$ cat config.mk
export PLATFORM = sky130hd
export DESIGN_NAME = instr_cache_flat
export DESIGN_NICKNAME = d
export VERILOG_FILES = /design/src/rtl/instr_cache_if.sv /design/src/rtl/instr_cache.sv /design/src/flat_wrapper.sv
export SDC_FILE = /design/constraint.sdc
export NUM_CORES = 1
export LEC_CHECK = 0
export CAP_MARGIN = 15
export CORE_ASPECT_RATIO = 0.7
export CORE_MARGIN = 1.5
export CORE_UTILIZATION = 25
export CTS_CLUSTER_DIAMETER = 40
export DETAILED_ROUTE_END_ITERATION = 8
export HOLD_SLACK_MARGIN = 0.12
export PLACE_DENSITY = 0.4
export SYNTH_ARGS = -nofsm -noshare
export SYNTH_HDL_FRONTEND = slang
export SYNTH_SLANG_ARGS = --single-unit
$ cat constraint.sdc
create_clock -name clk -period 24.9 [get_ports clk]
set_input_delay 4.98 -clock clk [delete_from_list [all_inputs] [get_ports clk]]
set_output_delay 4.98 -clock clk [all_outputs]
set_load 0.1 [all_outputs]
$ cat src/rtl/instr_cache_if.sv
// instr_cache_if: bus bundle around the instruction cache.
//   CPU side    : address, read (to cache); instruction, busy_wait (from cache)
//   Memory side : mem_read, mem_address (from cache); mem_readdata, mem_busywait (to cache)
// Modports:
//   slave  - the cache itself
//   master - the environment (CPU fetch stage plus instruction memory)
interface instr_cache_if #(
  parameter int ADDR_W = 10
);
  logic [ADDR_W-1:0] address;
  logic              read;
  logic [31:0]       instruction;
  logic              busy_wait;
  logic              mem_read;
  logic [ADDR_W-5:0] mem_address;
  logic [127:0]      mem_readdata;
  logic              mem_busywait;

  modport slave (
    input  address, read, mem_readdata, mem_busywait,
    output instruction, busy_wait, mem_read, mem_address
  );

  modport master (
    output address, read, mem_readdata, mem_busywait,
    input  instruction, busy_wait, mem_read, mem_address
  );
endinterface

$ cat src/rtl/instr_cache.sv
// instr_cache: direct-mapped, read-only instruction cache between the CPU PC
// and a block-oriented instruction memory (16-byte lines, 4 words per line).
// Hits return the word in the same cycle; a miss stalls the CPU through
// MEM_FETCH and UPDATE, then the following IDLE cycle hits.
// Ports:
//   clk        - clock, all state changes on posedge
//   rst_n      - asynchronous active-low reset
//   bus        - instr_cache_if.slave (CPU request/response + memory block read)
//   hit_count  - saturating hit counter   (only with ICACHE_STATS_EN)
//   miss_count - saturating miss counter  (only with ICACHE_STATS_EN)
// Build option: define ICACHE_STATS_EN to add the hit/miss statistics counters.
module instr_cache #(
  parameter int NUM_BLOCKS = 8,
  parameter int ADDR_W     = 10
) (
  input  logic         clk,
  input  logic         rst_n,
  instr_cache_if.slave bus
`ifdef ICACHE_STATS_EN
  ,
  output logic [15:0]  hit_count,
  output logic [15:0]  miss_count
`else
  // statistics ports are not present in this build
`endif
);

  localparam int IDX_W = $clog2(NUM_BLOCKS);
  localparam int TAG_W = ADDR_W - 4 - IDX_W;

  typedef enum logic [1:0] {IDLE, MEM_FETCH, UPDATE} state_t;

  state_t           state;
  logic [IDX_W-1:0] idx_q;        // index of the miss being filled
  logic [TAG_W-1:0] tag_q;        // tag of the miss being filled
  logic             mem_read_q;
  logic [31:0]      instr_q;      // last instruction delivered on a hit

  // NOTE: line storage is deliberately not reset; the valid bits alone decide
  // whether a line can hit, so the data/tag arrays map onto plain RAM.
  logic [3:0][31:0] data_mem [NUM_BLOCKS];
  logic [TAG_W-1:0] tag_mem  [NUM_BLOCKS];
  logic [NUM_BLOCKS-1:0] valid;

  logic [1:0]       addr_off;
  logic [IDX_W-1:0] addr_idx;
  logic [TAG_W-1:0] addr_tag;
  logic             hit;
  logic [31:0]      hit_word;
  logic             fill_done;
  logic             unused_byte_sel;

  assign addr_off        = bus.address[3:2];
  assign addr_idx        = bus.address[4 +: IDX_W];
  assign addr_tag        = bus.address[ADDR_W-1 -: TAG_W];
  assign unused_byte_sel = ^bus.address[1:0];   // fetches are word aligned

  assign hit       = bus.read && valid[addr_idx] && (tag_mem[addr_idx] == addr_tag);
  assign hit_word  = data_mem[addr_idx][addr_off];
  assign fill_done = (state == MEM_FETCH) && !bus.mem_busywait;

  // Hits bypass the register so the CPU sees the word with zero latency;
  // otherwise the last delivered word is held (0 after reset).
  assign bus.instruction = hit ? hit_word : instr_q;
  assign bus.mem_read    = mem_read_q;
  assign bus.mem_address = {tag_q, idx_q};

  // NOTE: every output of a combinational block gets a default first, so no
  // path through the block leaves it unassigned and no latch is inferred.
  always_comb begin
    bus.busy_wait = 1'b1;
    if (state == IDLE) bus.busy_wait = bus.read && !hit;
    if (!rst_n)        bus.busy_wait = 1'b0;
  end

  // The block is captured on the edge that ends MEM_FETCH, the one cycle the
  // memory guarantees mem_readdata. The line only becomes visible when its
  // valid bit is set in UPDATE, so a reset during UPDATE still leaves it unused.
  always_ff @(posedge clk) begin
    if (fill_done) begin
      data_mem[idx_q] <= bus.mem_readdata;
      tag_mem[idx_q]  <= tag_q;
    end
  end

  // NOTE: sequential state uses non-blocking assignments so every register
  // samples pre-edge values regardless of statement order.
  always_ff @(posedge clk or negedge rst_n) begin
    if (!rst_n) begin
      state      <= IDLE;
      idx_q      <= '0;
      tag_q      <= '0;
      mem_read_q <= 1'b0;
      instr_q    <= '0;
      valid      <= '0;
`ifdef ICACHE_STATS_EN
      hit_count  <= '0;
      miss_count <= '0;
`endif
    end else begin
      unique case (state)
        IDLE: begin
          if (hit) begin
            instr_q <= hit_word;
`ifdef ICACHE_STATS_EN
            if (hit_count != 16'hFFFF) hit_count <= hit_count + 16'd1;
`endif
          end else if (bus.read) begin
            state      <= MEM_FETCH;
            mem_read_q <= 1'b1;
            idx_q      <= addr_idx;
            tag_q      <= addr_tag;
`ifdef ICACHE_STATS_EN
            if (miss_count != 16'hFFFF) miss_count <= miss_count + 16'd1;
`endif
          end
        end
        MEM_FETCH: begin
          if (!bus.mem_busywait) begin
            state        <= UPDATE;
            mem_read_q   <= 1'b0;
            valid[idx_q] <= 1'b0;   // old contents of this line are being replaced
          end
        end
        UPDATE: begin
          state        <= IDLE;
          valid[idx_q] <= 1'b1;
        end
        default: state <= IDLE;
      endcase
    end
  end

endmodule

$ cat src/flat_wrapper.sv
// flat-port wrapper written by rule: the top's interface ports become plain ports
module instr_cache_flat 
#(
  parameter int NUM_BLOCKS = 8,
  parameter int ADDR_W     = 10
)
  (clk, rst_n, bus_address, bus_read, bus_mem_readdata, bus_mem_busywait, bus_instruction, bus_busy_wait, bus_mem_read, bus_mem_address);
  instr_cache_if #(.ADDR_W(ADDR_W)) bus_i ();
  input  logic clk;
  input  logic rst_n;
  input wire logic [$bits(bus_i.address)-1:0] bus_address;
  input wire logic [$bits(bus_i.read)-1:0] bus_read;
  input wire logic [$bits(bus_i.mem_readdata)-1:0] bus_mem_readdata;
  input wire logic [$bits(bus_i.mem_busywait)-1:0] bus_mem_busywait;
  output wire logic [$bits(bus_i.instruction)-1:0] bus_instruction;
  output wire logic [$bits(bus_i.busy_wait)-1:0] bus_busy_wait;
  output wire logic [$bits(bus_i.mem_read)-1:0] bus_mem_read;
  output wire logic [$bits(bus_i.mem_address)-1:0] bus_mem_address;
  assign bus_i.address = bus_address;
  assign bus_i.read = bus_read;
  assign bus_i.mem_readdata = bus_mem_readdata;
  assign bus_i.mem_busywait = bus_mem_busywait;
  assign bus_instruction = bus_i.instruction;
  assign bus_busy_wait = bus_i.busy_wait;
  assign bus_mem_read = bus_i.mem_read;
  assign bus_mem_address = bus_i.mem_address;
  instr_cache #(.NUM_BLOCKS(NUM_BLOCKS), .ADDR_W(ADDR_W)) u_core (.clk(clk), .rst_n(rst_n), .bus(bus_i));
endmodule
Yosys cells after proc, flatten, opt, wreduce, memory -nomap -nowiden
Memories as Yosys holds them, arrays and structs flattened.
Cells that the tools add are included.
{"block": "totals", "wordCells": 57, "ff_bits": 49, "out_inout_bits": 40, "n_memories": 2, "ramBits": 1048, "input_bits": 142}
{"name": "u_core.data_mem", "words": 8, "width": 128, "rd": 1, "rd_clocked_by_memory_dff": 0, "wr": 1, "line_no": "instr_cache.sv:41", "text": "logic [3:0][31:0] data_mem [NUM_BLOCKS];"}
{"name": "u_core.tag_mem", "words": 8, "width": 3, "rd": 1, "rd_clocked_by_memory_dff": 0, "wr": 1, "line_no": "instr_cache.sv:42", "text": "logic [TAG_W-1:0] tag_mem [NUM_BLOCKS];"}
{"block": "op_classes", "n_reduce_logical": 14, "bitwise_logic": 4, "n_lt_le_gt_ge": 4, "eq_ne": 6, "muxes": 21}
{"operator": "$bmux 32 s2", "n": 1}
{"operator": "$mux 32", "n": 2}
{"operator": "$pmux 8 s2", "n": 1}
{"operator": "$mux 1", "n": 9}
{"operator": "$and 8x8->8", "n": 1}
{"operator": "$lt 3x4->1 const B", "n": 2}
{"operator": "$mux 8", "n": 1}
{"operator": "$not 8->8", "n": 1}
{"operator": "$or 8x8->8", "n": 1}
{"operator": "$mux 2", "n": 3}
{"operator": "$ne 2x2->1 const B", "n": 3}
{"operator": "$reduce_and 3->1", "n": 2}
{"operator": "$logic_and 1x1->1", "n": 5}
{"operator": "$pmux 2 s2", "n": 1}
{"operator": "$reduce_and 4->1", "n": 1}
{"operator": "$reduce_bool 2->1", "n": 2}
{"operator": "$bmux 1 s3", "n": 1}
{"operator": "$demux 1 s3", "n": 1}
{"operator": "$eq 3x3->1", "n": 1}
{"operator": "$ge 3x1->1 const B", "n": 1}
{"operator": "$lt 2x3->1 const B", "n": 1}
{"operator": "$eq 2x1->1 const B", "n": 1}
{"operator": "$eq 2x2->1 const B", "n": 1}
{"operator": "$logic_not 1->1", "n": 2}
{"operator": "4 further kinds", "n": 4}

Depth between registers and ports, before layout
Gate-level depths: netlist of run 1.
{"block": "logic_depth", "depth_word": 8, "mapped_depth": 8, "depth_no_buf": 5}

Worst setup path after synthesis of run 1
No wires, ideal clock.
{"block": "synth_path", "path_type": "input port to flip-flop", "startpoint": "input bus_mem_busywait", "endpoint": "memory u_core.data_mem[0][0] (netlist name), enable pin", "n_path_buf": 0, "arrival_ns": 14.318, "setup_ns": 0.782, "t_required_ns": 24.118, "path_slack_ns": 9.800, "path_stages": 4, "cell_sequence": "nor2_1 nand2_1 or2_2 nor3_1"}
{"block": "synth_via", "elab_chain_len": 4}
{"item": "start: declaration", "line_no": "flat_wrapper.sv:14", "text": "input wire logic [$bits(bus_i.mem_busywait)-1:0] bus_mem_busywait;"}
{"item": "$logic_not 1->1", "line_no": "instr_cache.sv:60", "text": "assign fill_done = (state == MEM_FETCH) && !bus.mem_busywait;"}
{"item": "$logic_and 1x1->1", "line_no": "instr_cache.sv:60"}
{"item": "$mux 1", "line_no": "instr_cache.sv:80", "text": "if (fill_done) begin"}
{"item": "$mux 1 (not written as such)", "line_no": "instr_cache.sv:81", "text": "data_mem[idx_q] <= bus.mem_readdata;"}
{"item": "end: declaration", "line_no": "instr_cache.sv:41"}
Every way passes these cells.

Final worst setup path of run 1
{"block": "layout_path", "startpoint": "input bus_address[4]", "endpoint": "output bus_instruction[15]"}
{"block": "layout_via", "elab_chain_len": 5, "word_cells_on_any_way": 10, "cone_classes": "eq/ne: 1; mux: 5; reduce/logical: 2; memory: 2"}
{"item": "start: declaration", "line_no": "flat_wrapper.sv:11", "text": "input wire logic [$bits(bus_i.address)-1:0] bus_address;"}
{"item": "parallel branches: the longest is 4 deep, another holds $mem_v2 8x128"}
{"item": "$mux 32 *"}
{"item": "end: declaration", "line_no": "flat_wrapper.sv:15", "text": "output wire logic [$bits(bus_i.instruction)-1:0] bus_instruction;"}
Every way passes the cells marked *. The select of a mux whose other input is x is not followed.

==> impl_metrics.env, run 1 <==
export IMPL_r2r_worst_path_cells=7
export IMPL_netlist_area_mm2=0.04206
export IMPL_synth_edff_count=1048
export IMPL_routedWlPerCell_um=25.57
export IMPL_initial_core_util_pct=25.25
export IMPL_die_w_um=493.3
export IMPL_path_cells="buf_8, buf_4, buf_4, mux4_2, mux4_2, mux2_2, mux2_2, clkdlybuf4s50_1"
export IMPL_area_growth_pct=21.56
export IMPL_num_vias=18946
export IMPL_irDropWorstVdd_mv=0.1019
export IMPL_synth_xor_area_share_pct=0.06246
export IMPL_grt_pass1_wl_um=156600
export IMPL_ys_warn_count=0
export IMPL_ys_seq_elements=1097
export IMPL_hold_path_class="reg2reg"
export IMPL_p_total_mw=4.911
export IMPL_crit_path_start_kind="input pin"
export IMPL_worst_slew_pin_slew_ns=1.223
export IMPL_root_buffer="clkbuf_16"
export IMPL_synth_top_cell_area_share_pct=74.81
export IMPL_drv_slew=0
export IMPL_grt_pass1_vias=20786
export IMPL_period_share_pct=61.08
export IMPL_reg2reg_to="u_core.data_mem[5][111]"
export IMPL_timing_rr_start="u_core.state[1]"
export IMPL_io_pins=182
export IMPL_cp_slowest_cell="clkdlybuf4s50_1"
export IMPL_die_y_um=346.2
export IMPL_globalplace_congestion=0.6682
export IMPL_p_per_area_mw_per_mm2=96.05
export IMPL_status="completed"
export IMPL_netlist_top_cells_area="edfxtp_1 (75%), mux4_2 (17%), dfrtp_1 (2.9%), mux2_2 (2.7%), buf_2 (0.44%)"
export IMPL_async_flop_share_pct=4.467
export IMPL_cts_buffer_depth=3
export IMPL_cap_violations=0
export IMPL_die_area_mm2=0.1708
export IMPL_synth_yosys_seq_area_share_pct=77.73
export IMPL_cts_setup_buffers=0
export IMPL_synth_top_family_by_area="multiplexers"
export IMPL_syn_avg_cell_area_um2=24.92
export IMPL_hp_start="u_core.instr_q[15]"
export IMPL_final_common_cell="edfxtp_1"
export IMPL_nNetsFinal=2099
export IMPL_cts_buffers=137
export IMPL_yosysTopAreaCell="edfxtp_1"
export IMPL_hold_viol_final=0
export IMPL_rsz0062_at_grt="false"
export IMPL_clk_pin_slew_ns=0.05
export IMPL_path_max_fanout=71
export IMPL_yosysUniqueCellTypes=29
export IMPL_synth_simple_area_share_pct=0.2915
export IMPL_clock_fmax_mhz=65.75
export IMPL_hpwl_um=58940
export IMPL_port_buffers=179
export IMPL_hold_end="u_core.instr_q[15]"
export IMPL_cp_required_ns=19.92
export IMPL_post_synth_fa_ha_maj_area_fraction_pct=0
export IMPL_rows=125
export IMPL_setup_viol_count_final=0
export IMPL_syn_nets=1830
export IMPL_fin_crit_ns=15.21
export IMPL_drc=0
export IMPL_syn_inst=1688
export IMPL_viasPerCell=4.414
export IMPL_drtIter0Drc=1200
export IMPL_grt_max_degree=148
export IMPL_synthMuxAreaShare_pct=20.44
export IMPL_relSlewSlack_pct=18.19
export IMPL_drive_gt1_share_pct=33.49
export IMPL_final_cell_mix="edfxtp_1 (1048), mux4_2 (325), clkdlybuf4s50_1 (169)"
export IMPL_synthFlopType="edfxtp_1"
export IMPL_holdBufCountCts=0
export IMPL_critical_path_class="in2out"
export IMPL_grt_use_total_pct=12.92
export IMPL_clkLatencyLatePin_ns=0.75
export IMPL_synth_compound_area_share_pct=0.4373
export IMPL_final_setup_skew_ns=0.04240
export IMPL_grt_antenna_before_repair=29
export IMPL_worstPathArrival_ns=10.23
export IMPL_critPathMaxStageDelay_ns=1.06
export IMPL_whs_path_depth=1
export IMPL_cts_tree="done"
export IMPL_regToRegSetupSlack_ns=21.37
export IMPL_core_mm2=0.1666
export IMPL_p_leak_nw=15.83
export IMPL_ant_nets=0
export IMPL_dr_pass1_iters=5
export IMPL_end_kind="primary output"
export IMPL_cts_resized=0
export IMPL_ctsHtreeMaxLevel=4
export IMPL_finalSetupTns_ns=0
export IMPL_overflow=0
export IMPL_wirelength_um=109700
export IMPL_clock_sinks=1097
[where the power goes]
part | total [mW] | leakage (nW) | switching [mW] | internal [mW]
registers | 2.23 | 10.0 | 0.0517 | 2.17
clock network | 1.95 | 2.15 | 0.789 | 1.16
logic | 0.739 | 3.66 | 0.509 | 0.230
[critical path: cells and delay by family]
kind / cells / cell delay (ns)
multiplexers: 4 / 1.67
buffers and inverters: 4 / 3.36
[stage by stage]
step | cell area [um^2] | cells | utilization (%) | setup WS, ns | hold slack (ns)
5_1_grt | 51130 | 4290 | 30.70 | 9.266 | 0.5158
3_5_place_dp | 46620 | 4038 | 27.99 | 9.468 | 0.4875
4_1_cts | 51080 | 4286 | 30.66 | 9.468 | 0.5006
3_3_place_gp | 46600 | 4037 | 27.98 | 9.496 | 0.4820
6_report | 51130 | 4292 | 30.70 | 9.691 | 0.4993
2_1_floorplan | 42060 | 1688 | - | 9.800 | 0.4736
[state kept, by name, summed over array words and instances, names as in the netlist, named ones only]
signal	count
u_core.bus.mem_read	1
u_core.idx_q	3
u_core.instr_q	32
u_core.tag_mem	24
u_core.data_mem	1024
u_core.tag_q	3
u_core.state	2
[metal layers]
layer / track usage (%) / up-vias / wire length, um
met5: 0 / - / 144
li1: - / 7899 / -
met3: 3.433 / 215 / 6019
met4: 4.075 / 24 / 2821
met1: 16.33 / 10414 / 46740
met2: 21.54 / 394 / 54010
[cells in the mapped netlist, types with 3 or more instances]
cell	count
mux4_2	325
nor2_1	11
inv_1	4
o21ai_0	14
edfxtp_1	1048
a21oi_1	3
mux2_2	102
mux2i_1	13
clkbuf_1	40
buf_1	6
buf_2	37
xor2_1	3
nand2_1	4
dfrtp_1	49
a31oi_1	4
buf_6	5
[cell type report]
class                   instances  area (um^2)
diodes                          4        10.01
clock buffers                 162         3596
clock inverters                86        859.6
fillers                     15933       115400
inverters                       4        15.01
multi-input cells             498         8999
flip-flops and latches       1097        32700
well taps                    2222         2780
repair buffers                219         2178
[worst max path at each step]
stage / startpoint / endpoint / slack (ns)
after floorplan: bus_mem_busywait / u_core.data_mem[0][0] / 9.80
after global placement: bus_address[4] / bus_instruction[15] / 9.50
after detailed placement: bus_address[4] / bus_instruction[15] / 9.47
after CTS: bus_address[4] / bus_instruction[15] / 9.47
after global routing: bus_address[4] / bus_instruction[15] / 9.27
final: bus_address[4] / bus_instruction[15] / 9.69
[logic make-up (layout without fill, tap and decap cells)]
group	count (synthesis)	count (layout)
flip-flops	1097	1097
multiplexers	440	440
buffers and inverters	93	471
AO/OA/AOI/OAI	29	29
AND/OR/NAND/NOR	26	26
XOR/XNOR	3	3
other	0	4
No activity file was read; power rests on OpenSTA's default activity.
==> run 2, diff against run 1 <==
- clock period: 24.9 -> 14.69 ns (I/O delays scaled with it)
==> run 2 against run 1 <==
Compared with the run above:
- power rose by 72%
- first-iteration DRC count fell by 6.9%
- clock power is 77% higher
==> impl_metrics.env, run 2 (synthesis gave the netlist of run 1 again) <==
export IMPL_finalSetupTns_ns=0
export IMPL_irDropWorstVdd_mv=0.1787
export IMPL_top_register="u_core.data_mem"
export IMPL_hp_start="u_core.instr_q[10]"
export IMPL_final_cell_mix="edfxtp_1 (1048), mux4_2 (325), clkdlybuf4s50_1 (166)"
export IMPL_nNetsFinal=2095
export IMPL_regToRegSetupSlack_ns=10.16
export IMPL_core_mm2=0.1666
export IMPL_end_kind="primary output"
export IMPL_final_common_cell="edfxtp_1"
export IMPL_viasPerCell=4.391
export IMPL_p_switching_mw=2.324
export IMPL_hold_path_class="reg2reg"
export IMPL_critical_path_class="in2out"
export IMPL_crit_path_start_kind="input pin"
export IMPL_worstPathArrival_ns=7.37
export IMPL_globalplace_congestion=0.6948
export IMPL_path_max_fanout=102
export IMPL_num_vias=18853
export IMPL_largest_registers="u_core.data_mem (1024), u_core.instr_q (32), u_core.tag_mem (24)"
export IMPL_register_area_mm2=0.03270
export IMPL_fill_cells=15948
export IMPL_rows=125
export IMPL_grt_pass1_wl_um=155500
export IMPL_area_growth_pct=22.00
export IMPL_drtIter0Drc=1117
export IMPL_hpwl_um=57550
export IMPL_drv_slew=0
export IMPL_grt_antenna_before_repair=26
export IMPL_cp_depth=8
export IMPL_p_leak_nw=15.94
export IMPL_cts_buffers=140
export IMPL_r2r_worst_path_cells=7
export IMPL_die_area_mm2=0.1708
export IMPL_grt_use_total_pct=12.82
export IMPL_grt_max_degree=103
export IMPL_status="completed"
export IMPL_multi_input_area_mm2=0.008992
export IMPL_final_setup_skew_ns=0.02932
export IMPL_overflow=0
export IMPL_setup_viol_count_final=0
export IMPL_root_buffer="clkbuf_16"
export IMPL_pwr_share_seq_pct=44.6
export IMPL_cts_buffer_depth=3
export IMPL_hold_viol_final=0
export IMPL_power_share_clock_pct=40.8
export IMPL_drc=0
export IMPL_cp_required_ns=11.75
export IMPL_cp_top_family="buffers and inverters"
export IMPL_timing_rr_start="u_core.state[1]"
export IMPL_internal_power_mw=6.137
export IMPL_fin_crit_ns=10.31
export IMPL_relSlewSlack_pct=21.59
export IMPL_ctsHtreeMaxLevel=4
export IMPL_cts_tree="done"
export IMPL_power_frac_comb_pct=14.6
export IMPL_grt_pass1_vias=20826
export IMPL_critPathMaxStageDelay_ns=1.27
export IMPL_swShare_pct=27.47
export IMPL_io_pins=182
export IMPL_reg2reg_to="u_core.data_mem[0][38]"
export IMPL_crit_start="bus_address[5]"
export IMPL_clock_sinks=1097
export IMPL_whs_ns=0.4994
export IMPL_holdBufCountCts=0
export IMPL_hold_end="u_core.instr_q[10]"
export IMPL_cp_slowest_cell="clkdlybuf4s50_1"
export IMPL_cts_resized=0
export IMPL_path_cells="buf_8, buf_12, mux4_2, xor2_1, nand4_1, buf_4, mux2_2, clkdlybuf4s50_1"
export IMPL_rsz0062_at_grt="false"
export IMPL_cap_violations=0
export IMPL_ant_nets=0
export IMPL_die_w_um=493.3
export IMPL_clk_pin_slew_ns=0.06
export IMPL_crit_buf_inv=4
export IMPL_cts_setup_buffers=0
export IMPL_wirelength_um=108500
export IMPL_routedWlPerCell_um=25.28
export IMPL_clock_fmax_mhz=97.03
export IMPL_worst_slew_pin_slew_ns=1.173
export IMPL_dr_pass1_iters=7
export IMPL_initial_core_util_pct=25.25
export IMPL_clkLatencyLatePin_ns=0.77
export IMPL_largest_register_ffs=1024
export IMPL_p_total_mw=8.461
export IMPL_port_buffers=179
export IMPL_whs_path_depth=1
export IMPL_die_y_um=346.2
export IMPL_period_share_pct=70.16
export IMPL_drive_gt1_share_pct=34.35
export IMPL_p_per_area_mw_per_mm2=164.9
-- run 2: changes by cell type in the layout (fill, tap and decap cells not counted), sizes merged, moves of 3 or more --
cell and change:
buf -4, clkdlybuf4s50 -3, inv +11, clkinv -8, bufinv +3
-- run 2: cell type report --
type	count	area share, %
Sequential cell	1097	63.71
Clock buffer	163	7.178
Clock inverter	93	1.999
Multi-Input combinational cell	498	17.52
Antenna cell	5	0.02438
Timing Repair Buffer	212	4.113
Inverter	4	0.02926
Tap cell	2222	5.418
-- run 2: how the worst max path moves through the flow --
stage / endpoint / slack (ns)
6_report: bus_instruction[3] / 4.38
5_1_grt: bus_instruction[3] / 4.03
4_1_cts: bus_instruction[3] / 4.21
3_5_place_dp: bus_instruction[3] / 4.23
3_3_place_gp: bus_instruction[3] / 4.22
2_1_floorplan: u_core.data_mem[0][0] / 1.63
-- run 2: metrics by stage --
| step | utilization [%] | instance area, um^2 | cells | setup WS, ns |
|---|---|---|---|---|
| after floorplan | - | 42060 | 1688 | 1.632 |
| after global placement | 27.97 | 46590 | 4033 | 4.218 |
| after detailed placement | 27.97 | 46590 | 4033 | 4.234 |
| after CTS | 30.80 | 51300 | 4289 | 4.214 |
| after global routing | 30.81 | 51310 | 4292 | 4.027 |
| final | 30.81 | 51320 | 4294 | 4.383 |
-- run 2: metal layers --
metal | vias to the layer above | GRT usage (%) | wire length, um
met1 | 10357 | 16.10 | 46430
met4 | 24 | 3.665 | 2313
li1 | 7913 | - | -
met5 | - | 0 | 155
met2 | 372 | 21.50 | 54210
met3 | 187 | 3.625 | 5423
-- run 2: power by group through the flow --
stage          Clock (mW)  Sequential, mW  Combinational, mW
2_1_floorplan           0            3.91              0.769
4_1_cts              3.56            3.77               1.27
3_3_place_gp            0            3.82               1.26
6_report             3.45            3.77               1.23
5_1_grt              3.69            3.79               1.30
3_5_place_dp            0            3.84               1.26
==> run 3, diff against run 2 <==
- PLACE_DENSITY: 0.4 -> 0.41
- clock period: 14.69 -> 8.8 ns (I/O delays scaled with it)
==> run 3 against run 2 <==
Compared with the run above:
- sequential power increased by 67%
- cell count decreased by 0.30%
- count of clock-buffer cells in the layout decreased by 2
- clock power increased by 63%
- via count decreased by 0.33%
- sequential cell count unchanged
- wire length decreased by 0.77%
- first-iteration DRC count increased by 9.1%
- largest cell class unchanged
- setup slack got worse by 2.9 ns
- register-to-register slack got worse by 4.6 ns
- die area unchanged
==> impl_metrics.env, run 3 (synthesis gave the netlist of run 1 again) <==
export IMPL_clock_fmax_mhz=137.4
export IMPL_path_max_fanout=69
export IMPL_cts_setup_buffers=0
export IMPL_drv_slew=0
export IMPL_register_area_mm2=0.03270
export IMPL_crit_path_start_kind="input pin"
export IMPL_regToRegSetupSlack_ns=5.61
export IMPL_period_share_pct=82.72
export IMPL_p_total_mw=14.01
export IMPL_grt_pass1_wl_um=154100
export IMPL_status="completed"
export IMPL_die_y_um=346.2
export IMPL_final_cell_mix="edfxtp_1 (1048), mux4_2 (325), clkdlybuf4s50_1 (163)"
export IMPL_timing_rr_start="u_core.state[1]"
export IMPL_drc=0
export IMPL_dr_pass1_iters=5
export IMPL_overflow=0
export IMPL_drive_gt1_share_pct=34.09
export IMPL_ctsHtreeMaxLevel=4
export IMPL_io_pins=182
export IMPL_cts_tree="done"
export IMPL_grt_pass1_vias=20610
export IMPL_drtIter0Drc=1219
export IMPL_wirelength_um=107700
export IMPL_hpwl_um=58600
export IMPL_hold_path_class="reg2reg"
export IMPL_reg2reg_to="u_core.data_mem[0][3]"
export IMPL_hold_viol_final=0
export IMPL_final_core_util_pct=30.78
export IMPL_final_common_cell="edfxtp_1"
export IMPL_grt_max_degree=117
export IMPL_irDropWorstVdd_mv=0.3960
export IMPL_num_vias=18791
export IMPL_cp_required_ns=7.04
export IMPL_clkLatencyLatePin_ns=0.74
export IMPL_initial_core_util_pct=25.25
export IMPL_critical_path_class="in2out"
export IMPL_ant_nets=0
export IMPL_die_area_mm2=0.1708
export IMPL_largest_registers="u_core.data_mem (1024), u_core.instr_q (32), u_core.tag_mem (24)"
export IMPL_worst_slew_pin_slew_ns=1.193
export IMPL_p_switching_mw=3.800
export IMPL_p_per_area_mw_per_mm2=273.3
export IMPL_largest_register_ffs=1024
export IMPL_end_kind="primary output"
export IMPL_root_buffer="clkbuf_16"
export IMPL_internal_power_mw=10.21
export IMPL_grt_antenna_before_repair=30
export IMPL_grt_use_total_pct=12.63
export IMPL_multi_input_area_mm2=0.008999
export IMPL_power_share_clock_pct=40.2
export IMPL_top_register="u_core.data_mem"
export IMPL_r2r_worst_path_cells=6
export IMPL_rows=125
export IMPL_pwr_share_seq_pct=44.9
export IMPL_power_frac_comb_pct=14.8
export IMPL_viasPerCell=4.389
export IMPL_holdBufCountCts=0
export IMPL_setup_viol_count_final=0
export IMPL_cts_resized=0
export IMPL_fill_cells=15886
export IMPL_clock_sinks=1097
export IMPL_finalSetupTns_ns=0
export IMPL_fin_crit_ns=7.279
export IMPL_final_setup_skew_ns=0.02421
export IMPL_port_buffers=179
export IMPL_globalplace_congestion=0.6811
export IMPL_critPathCapture="bus_instruction[22]"
export IMPL_swShare_pct=27.12
export IMPL_cap_violations=0
export IMPL_routedWlPerCell_um=25.16
export IMPL_antennaDiodeCount=0
export IMPL_area_growth_pct=21.90
export IMPL_rsz0062_at_grt="false"
export IMPL_cts_buffer_depth=3
export IMPL_crit_start="bus_address[4]"
export IMPL_clk_pin_slew_ns=0.06
export IMPL_die_w_um=493.3
export IMPL_relSlewSlack_pct=20.20
export IMPL_cts_buffers=133
export IMPL_core_mm2=0.1666
export IMPL_worstPathArrival_ns=5.52
export IMPL_nNetsFinal=2093
export IMPL_p_leak_nw=15.91
-- run 3: cell count changes in the layout (fill, tap and decap cells not counted), sizes merged --
| cell | delta |
|---|---|
| clkinvlp | -2 |
| clkbuf | -2 |
| bufinv | +4 |
| inv | -8 |
| diode | -5 |
| clkinv | -5 |
| clkdlybuf4s50 | -3 |
| buf | +8 |
-- run 3: area by class of cell --
type	count	share of cell area [%]
clock inverters	82	2.008
repair buffers	217	4.346
well taps	2222	5.422
flip-flops and latches	1097	63.76
multi-input cells	498	17.55
clock buffers	161	6.881
inverters	4	0.02928
-- run 3: layer usage --
layer  vias to the layer above  GRT usage [%]  share of wire [%]
met3                       193          3.493                5.3
met5                         -              0               0.14
met2                       402          21.10                 50
met1                     10281          16.04                 43
li1                       7889              -                  -
met4                        26          3.431                2.0
-- run 3: worst min-delay path by stage --
stage,from,slack (ns),to,cells after the start
6_report,u_core.bus.mem_read,0.49,u_core.bus.mem_read,1
3_5_place_dp,u_core.bus.mem_read,0.48,u_core.bus.mem_read,1
2_1_floorplan,u_core.instr_q[15],0.47,u_core.instr_q[15],1
4_1_cts,u_core.bus.mem_read,0.50,u_core.bus.mem_read,1
3_3_place_gp,u_core.bus.mem_read,0.47,u_core.bus.mem_read,1
5_1_grt,u_core.instr_q[25],0.51,u_core.instr_q[25],1
-- run 3: power by group through the flow --
stage,logic (mW),registers [mW],clock network [mW]
5_1_grt,2.19,6.33,6.01
3_5_place_dp,2.13,6.41,0
6_report,2.08,6.30,5.64
3_3_place_gp,2.11,6.38,0
4_1_cts,2.14,6.30,5.82
2_1_floorplan,1.29,6.51,0
-- run 3: per-stage QoR --
step                      cells  worst slack, ns  hold slack [ns]  instance area [um^2]
after global placement     4038            1.444           0.4739                 46720
after floorplan            1688           0.4609           0.4736                 42070
after CTS                  4281            1.442           0.4998                 51280
final                      4281            1.521           0.4919                 51280
after global routing       4281            1.353           0.5101                 51280
after detailed placement   4038            1.444           0.4759                 46720
-- run 3: worst max-delay path, stage by stage --
cell and delay, ns:
buf_8 0.39, buf_12 0.54, mux4_2 0.59, mux4_2 0.51, mux2_2 0.30, mux2_2 0.27, clkdlybuf4s50_1 1.09
